<file path="src/rtl/msrv32_trap_sequencer.sv">
// Trap sequencer for a single-issue RV32 core. It decodes exceptions, interrupts
// and mret, and steps through one-cycle trap entry and trap return.
module msrv32_trap_sequencer (
  input  logic       ms_riscv32_mp_clk_in,
  input  logic       ms_riscv32_mp_rst_n_in,
  input  logic       hold_in,
  // Decode
  input  logic       illegal_instr_in,
  input  logic       misaligned_instr_in,
  input  logic       misaligned_load_in,
  input  logic       misaligned_store_in,
  input  logic [4:0] opcode_6_to_2_in,
  input  logic [2:0] funct3_in,
  input  logic [6:0] funct7_in,
  input  logic [4:0] rs1_addr_in,
  input  logic [4:0] rs2_addr_in,
  input  logic [4:0] rd_addr_in,
  // Interrupts
  input  logic       mie_in,
  input  logic       meie_in,
  input  logic       mtie_in,
  input  logic       msie_in,
  input  logic       meip_in,
  input  logic       mtip_in,
  input  logic       msip_in,
  // Control outputs
  output logic       trap_taken_out,
  output logic       i_or_e_out,
  output logic [3:0] cause_out,
  output logic       set_cause_out,
  output logic       set_epc_out,
  output logic       mie_clear_out,
  output logic       mie_set_out,
  output logic       instret_inc_out,
  output logic       flush_out,
  output logic [1:0] pc_src_out
);

  typedef enum logic [1:0] {
    StReset      = 2'd0,
    StOperating  = 2'd1,
    StTrapTaken  = 2'd2,
    StTrapReturn = 2'd3
  } state_e;

  localparam logic [1:0] PcBoot  = 2'b00;
  localparam logic [1:0] PcEpc   = 2'b01;
  localparam logic [1:0] PcNext  = 2'b10;
  localparam logic [1:0] PcTrap  = 2'b11;

  state_e     r_state;
  state_e     w_state_next;
  logic [3:0] r_cause;
  logic [3:0] w_cause_next;
  logic       r_i_or_e;
  logic       w_i_or_e_next;

  logic       w_sys_base;
  logic       w_ecall;
  logic       w_ebreak;
  logic       w_mret;
  logic       w_exception;
  logic       w_int_ext;
  logic       w_int_sw;
  logic       w_int_tmr;
  logic       w_interrupt;
  logic [3:0] w_trap_cause;

  // SYSTEM instructions with all register fields zero except rs2, which selects the function
  assign w_sys_base = (opcode_6_to_2_in == 5'b11100) && (funct3_in == 3'b000) &&
                      (rs1_addr_in == 5'd0) && (rd_addr_in == 5'd0);
  assign w_ecall    = w_sys_base && (funct7_in == 7'd0) && (rs2_addr_in == 5'd0);
  assign w_ebreak   = w_sys_base && (funct7_in == 7'd0) && (rs2_addr_in == 5'd1);
  assign w_mret     = w_sys_base && (funct7_in == 7'b0011000) && (rs2_addr_in == 5'd2);

  assign w_exception = illegal_instr_in | misaligned_instr_in | misaligned_load_in |
                       misaligned_store_in | w_ecall | w_ebreak;

  assign w_int_ext   = meie_in & meip_in;
  assign w_int_sw    = msie_in & msip_in;
  assign w_int_tmr   = mtie_in & mtip_in;
  assign w_interrupt = mie_in & (w_int_ext | w_int_sw | w_int_tmr);

  // Cause encoding: exceptions outrank interrupts, each group has a fixed order
  always_comb begin
    w_trap_cause = 4'd0;
    if (w_exception) begin
      if (misaligned_instr_in)      w_trap_cause = 4'd0;
      else if (illegal_instr_in)    w_trap_cause = 4'd2;
      else if (w_ebreak)            w_trap_cause = 4'd3;
      else if (misaligned_load_in)  w_trap_cause = 4'd4;
      else if (misaligned_store_in) w_trap_cause = 4'd6;
      else                          w_trap_cause = 4'd11;
    end else begin
      if (w_int_ext)                w_trap_cause = 4'd11;
      else if (w_int_sw)            w_trap_cause = 4'd3;
      else                          w_trap_cause = 4'd7;
    end
  end

  // State and captured trap cause; async reset abandons any trap in flight
  always_ff @(posedge ms_riscv32_mp_clk_in or negedge ms_riscv32_mp_rst_n_in) begin
    if (!ms_riscv32_mp_rst_n_in) begin
      r_state  <= StReset;
      r_cause  <= 4'd0;
      r_i_or_e <= 1'b0;
    end else begin
      r_state  <= w_state_next;
      r_cause  <= w_cause_next;
      r_i_or_e <= w_i_or_e_next;
    end
  end

  // Next state and per-state outputs
  always_comb begin
    w_state_next    = r_state;
    w_cause_next    = r_cause;
    w_i_or_e_next   = r_i_or_e;
    trap_taken_out  = 1'b0;
    set_cause_out   = 1'b0;
    set_epc_out     = 1'b0;
    mie_clear_out   = 1'b0;
    mie_set_out     = 1'b0;
    instret_inc_out = 1'b0;
    flush_out       = 1'b0;
    pc_src_out      = PcNext;
    unique case (r_state)
      StReset: begin
        flush_out    = 1'b1;
        pc_src_out   = PcBoot;
        w_state_next = StOperating;
      end
      StOperating: begin
        // Hold freezes everything; a pending trap is simply seen again later
        if (!hold_in) begin
          if (w_exception || w_interrupt) begin
            trap_taken_out = 1'b1;
            w_state_next   = StTrapTaken;
            w_cause_next   = w_trap_cause;
            w_i_or_e_next  = ~w_exception;
          end else if (w_mret) begin
            w_state_next = StTrapReturn;
          end else begin
            instret_inc_out = 1'b1;
          end
        end
      end
      StTrapTaken: begin
        set_cause_out = 1'b1;
        set_epc_out   = 1'b1;
        mie_clear_out = 1'b1;
        flush_out     = 1'b1;
        pc_src_out    = PcTrap;
        w_state_next  = StOperating;
      end
      StTrapReturn: begin
        mie_set_out  = 1'b1;
        flush_out    = 1'b1;
        pc_src_out   = PcEpc;
        w_state_next = StOperating;
      end
      default: w_state_next = StReset;
    endcase
  end

  assign cause_out  = r_cause;
  assign i_or_e_out = r_i_or_e;

endmodule

</file>
<file path="config.mk">
export PLATFORM = sky130hd
export DESIGN_NAME = msrv32_trap_sequencer
export DESIGN_NICKNAME = d
export VERILOG_FILES = /design/src/rtl/msrv32_trap_sequencer.sv
export SDC_FILE = /design/constraint.sdc
export NUM_CORES = 1
export LEC_CHECK = 0
export ABC_AREA = 1
export BUFFER_PORTS_ARGS = -buffer_cell sky130_fd_sc_hd__buf_2
export CORE_UTILIZATION = 39
export DETAILED_ROUTE_END_ITERATION = 10
export GPL_ROUTABILITY_DRIVEN = 0
export PLACE_DENSITY = 0.77
export SLEW_MARGIN = 5
export SYNTH_ARGS = -nofsm -noshare
export SYNTH_HDL_FRONTEND = slang
export SYNTH_SLANG_ARGS = --single-unit
</file>
<file path="constraint.sdc">
create_clock -name ms_riscv32_mp_clk_in -period 1.4 [get_ports ms_riscv32_mp_clk_in]
set_input_delay 0.07 -clock ms_riscv32_mp_clk_in [delete_from_list [all_inputs] [get_ports ms_riscv32_mp_clk_in]]
set_output_delay 0.07 -clock ms_riscv32_mp_clk_in [all_outputs]
set_load 0.03 [all_outputs]
</file>
[Word level (Yosys, flattened, before mapping)]
Cells that the tools add are included.
Word-level totals
  memory bits (read-only): 0
  register bits after elaboration: 7
  memories kept: 0
  RAM bits: 0
  output and inout bits: 14
  input port bits: 44
  logic and storage cells: 66
  bits in latches: 0
Cells by class
  divide/modulo/power cells: 0
  shifts and indexed selects: 0
  equality and inequality tests: 9
  add/sub/neg operators: 0
  magnitude comparators: 0
  $mul: 0
  multiplexer cells: 23
  bitwise logic cells: 13
  reductions and logical operators: 18
Operators by type and width (count)
  $mux 4: 7
  $logic_not 5->1: 3
  $mux 1: 10
  $logic_and 1x1->1: 8
  $eq 7x5->1 const B: 1
  $logic_not 7->1: 1
  $or 1x1->1: 7
  $mux 2: 3
  $pmux 2 s3: 1
  $eq 5x1->1 const B: 1
  $eq 5x2->1 const B: 1
  $eq 5x5->1 const B: 1
  $and 1x1->1: 4
  $eq 2x2->1 const B: 2
  $pmux 2 s2: 1
  $logic_not 3->1: 1
  $mux 3: 1
  $ne 3x3->1 const B: 1
  $reduce_and 3->1: 1
  $reduce_or 3->1: 1
  $eq 2x1->1 const B: 1
  $logic_not 2->1: 1
  $ne 2x2->1 const B: 1
  $not 1->1: 2
  other kinds (2): 2

[Depth between registers and ports, before layout]
  word-level depth: 12
  gate-level depth with buffers: 12

[Worst setup path before layout]
OpenSTA, ideal clock, no wires.
  kind: flip-flop to output port
  start: register r_state[1]
  end: output port instret_inc_out
  cell stages (with the launch flop): 7
  buffers on the path: 0
  setup slack: -209 ps
  data required time: 1330 ps
  arrival time: 1539 ps
  cells stage by stage: dfrtp_1 -> inv_1 -> ha_1 -> inv_1 -> nor2_1 -> nand3_2 -> nor2_1
On the way
  word-level cells in the longest chain between the ends: 2
RTL lines
  start: declaration: RTL line 51  | state_e r_state;
  start signal: assignment: RTL line 104  | r_state <= StReset;
  start signal: assignment: RTL line 108  | r_state <= w_state_next;
  $eq 2x1->1: RTL line 127  | unique case (r_state)
  $mux 1: RTL line 127
  end: declaration: RTL line 34  | output logic instret_inc_out,
Every way passes these cells.

[Worst setup path in the final report]
  start: register r_state[1]
  end: output port pc_src_out[0]
On the way
  word-level cells in the longest chain between the ends: 2
  elaborated cells on any way between the ends: 4
  those cells by class: 2 x eq/ne; 1 x mux; 1 x reduce/logical
RTL lines
  $eq 2x2->1 or $logic_not 2->1 (tied branches): RTL line 127
  $pmux 2 s3 (*): RTL line 127
  end: declaration: RTL line 36  | output logic [1:0] pc_src_out
Mark *: on every way between the ends. The rest lies on a longest branch, timed or not.

==> results by group <==
Outcome
  • Outcome: complete, but fails checks
  • Failing checks: setup timing

Final layout
  • Post-layout util: 0.691
  • Share of layout cells above drive strength 1: 0.497
  • Number of nets in the final layout: 237
  • Layout Area Growth over Synthesis: 59.4%
  • Diode count: 0

Route
  • WL/cell: between 9 and 10 um
  • Post-DR vias/cell: ~4.6
  • Post-Route WL: ~1900 um
  • Via count: approximately 1000
  • Antenna Violating Nets Remaining: 0
  • First-pass DRT Iterations: 4
  • DR iter-0 viols: 14
  • DRC: 0

Timing
  • Slew @ Worst Pin: about 0.25 ns
  • Setup ws final: -0.00786 ns
  • Max Fclk: between 0.7 and 0.8 GHz
  • RSZ-0062 raised after global routing: true
  • Relative slew margins: 0.834
  • Setup_tns: -0.00794 ns
  • Clock skew: a little over 0.009 ns
  • Final Hold Fails: 0
  • Min cycle time layout: about 1.4 ns
  • Fin crit share: 1.01
  • Final setup viols: 2
  • Slew Limit Fails: 0

Floorplan
  • Die Wd: between 40 and 50 um
  • DIE HEIGHT: 46.5 um
  • Core area: between 0.0015 and 0.002 mm^2
  • # IOs: 58
  • Starting density of the core: 0.434
  • Row count: 15
  • Die Area: about 0.0022 mm^2

Power and ir drop
  • Power Density: 1360 mW/mm^2
  • Final Power: about 1700 uW
  • Pleak: between 0.0007 and 0.0008 uW
  • Worst ir drop on vdd: around 1 mV

Critical path
  • End point of the critical path: pc_src_out[0]
  • WS Path Type: reg2out
  • R2R depth: 8
  • CP arrival: 1.34 ns
  • CP startpoint kind: register
  • Worst r2r dst: cause_out[1]
  • WP data required: ~1.3 ns
  • Worst R2R Start: r_state[1]
  • R2R Setup Slk: ~0.11 ns
  • Critical Path Sink Type: output port
  • Crit path launch: r_state[1]
  • Crit-path max FO: 3

CTS
  • Sink Count: 7
  • Worst skew pair latency: 0.26 ns
  • TritonCTS clock tree: yes
  • Clock transition at path regs: about 0.050 ns
  • CTS root buf: clkbuf_4
  • CTS Buffer Depth: 2
  • H-tree levels: 1
  • Cts bufs inserted: 3

Placement
  • HPWL Detailed: about 1600 um
  • IO buf count: 57

Logic synthesis
  • Distinct cells, synth: 24
  • Sequential-to-total area share from yosys stat: 0.227
  • Yosys warning total: 0
  • Yosys reg bits: 7
  • Synthesized area: 773 um^2
  • Synthesized Nets: roughly 170
  • Syn Area/Cell: 6.34 um^2
  • Mapped Cells: roughly 120

Global routing
  • Largest net degree at the start of global routing: 8
  • Vias in the first global route: just under 800
  • First-pass GRT wire length: about 2900 um
  • Grt ovf: 0
  • Initial antenna violation count: 0
  • Total global-route track usage: 0.190

Min path
  • HP Class: in2reg

Flow run
  • Max cap viols: 0
[logic make-up after synthesis]
| kind of cell | after synthesis | synth area share |
|---|---|---|
| AOI/OAI and AO/OA | 5 | 0.0485 |
| adders and majority gates | 3 | 0.0485 |
| and+or+nand+nor | 86 | 0.565 |
| DFF | 7 | 0.227 |
| buffers and inverters | 21 | 0.112 |
[flip-flops by register name, summed over array words and instances, names as in the netlist]
register,flops
cause_out,4
r_state,2
i_or_e_out,1
[cells in the mapped netlist]
library cell	instances	share of area
nand4_1	2	0.016
a31oi_1	1	0.0081
or2_2	1	0.0081
nor3_2	2	0.026
nand4_4	1	0.028
nand2_2	2	0.016
nor2_4	2	0.029
or2_1	1	0.0081
nor2_1	18	0.087
inv_2	2	0.0097
dfrtp_1	7	0.23
nand3_2	2	0.026
nand3_1	7	0.045
nor3_4	1	0.021
o21ai_0	1	0.0065
nor2_2	4	0.032
ha_1	3	0.049
nor3_1	1	0.0065
buf_4	2	0.019
nand2_1	41	0.20
a21oi_1	2	0.013
nor3b_2	1	0.016
inv_1	17	0.083
a21oi_4	1	0.021
[where the power goes]
| group | switching [uW] | internal (uW) | leakage (uW) |
|---|---|---|---|
| combinational | 698 | 467 | 0.000613 |
| clock | 78.1 | 109 | 0.0000150 |
| sequential | 53.9 | 276 | 0.0000907 |
| total | 830 | 852 | 0.000719 |
[worst max-delay path, stage by stage, from the launching register on]
cell,delay (ns)
dfrtp_1,0.40
buf_6,0.13
ha_1,0.18
or2_4,0.23
buf_6,0.14
[what timing repair did]
| action | in CTS | in global routing |
|---|---|---|
| hold buffers | 1 | 0 |
| buffers inserted | 0 | 4 |
| hold endpoints to repair | 7 | 0 |
| endpoints found under the setup margin | 3 | 3 |
| gates resized for setup | 16 | 2 |
| pin swaps | 4 | 1 |
[layout by cell type, fill, tap and decap left out, drive strengths merged, types with 2 or more instances in the layout]
cell	netlist	routed
a21oi	3	3
buf	2	64
clkbuf	0	4
dfrtp	7	7
ha	3	3
inv	19	19
nand2	43	43
nand3	9	9
nand4	3	3
nor2	24	24
nor3	4	4
or2	2	2
[worst min-delay path by stage]
stage / from / to / slack, ns / cells after the start
floorplan: ms_riscv32_mp_rst_n_in / cause_out[0] / -0.23 / 0
global placement: ms_riscv32_mp_rst_n_in / r_state[1] / -0.1 / 1
detailed placement: ms_riscv32_mp_rst_n_in / r_state[0] / -0.09 / 1
CTS: misaligned_instr_in / cause_out[1] / 0.1 / 4
global route: misaligned_instr_in / cause_out[1] / 0.11 / 4
finish: misaligned_instr_in / cause_out[1] / 0.1 / 4
[per-layer routing]
metal  up-vias  GRT usage  routed length (um)
li1        511          -                   -
met1       418      0.184                 739
met2        41      0.356                1000
met3         7     0.0745                 141
met4         0     0.0647                  57
met5         -          0                   0
[stage by stage]
stage / instances / setup WS (ns) / hold WS [ns] / area [um^2]
finish: 214 / -0.00786 / 0.0960 / 1230
global route: 214 / -0.0827 / 0.106 / 1230
CTS: 210 / -0.0647 / 0.0950 / 1190
detailed placement: 205 / 0.0623 / -0.0921 / 1100
global placement: 205 / 0.0932 / -0.0975 / 1100
floorplan: 122 / 0.0555 / -0.226 / 781
[cell type report]
cell class / instances / area (um^2)
Clock buffer: 4 / 26.3
Sequential cell: 7 / 176
Multi-Input combinational cell: 94 / 554
Timing Repair Buffer: 65 / 370
Fill cell: 146 / 551
Inverter: 19 / 73.8
Tap cell: 25 / 31.3
(Power assumes the default switching activity.)
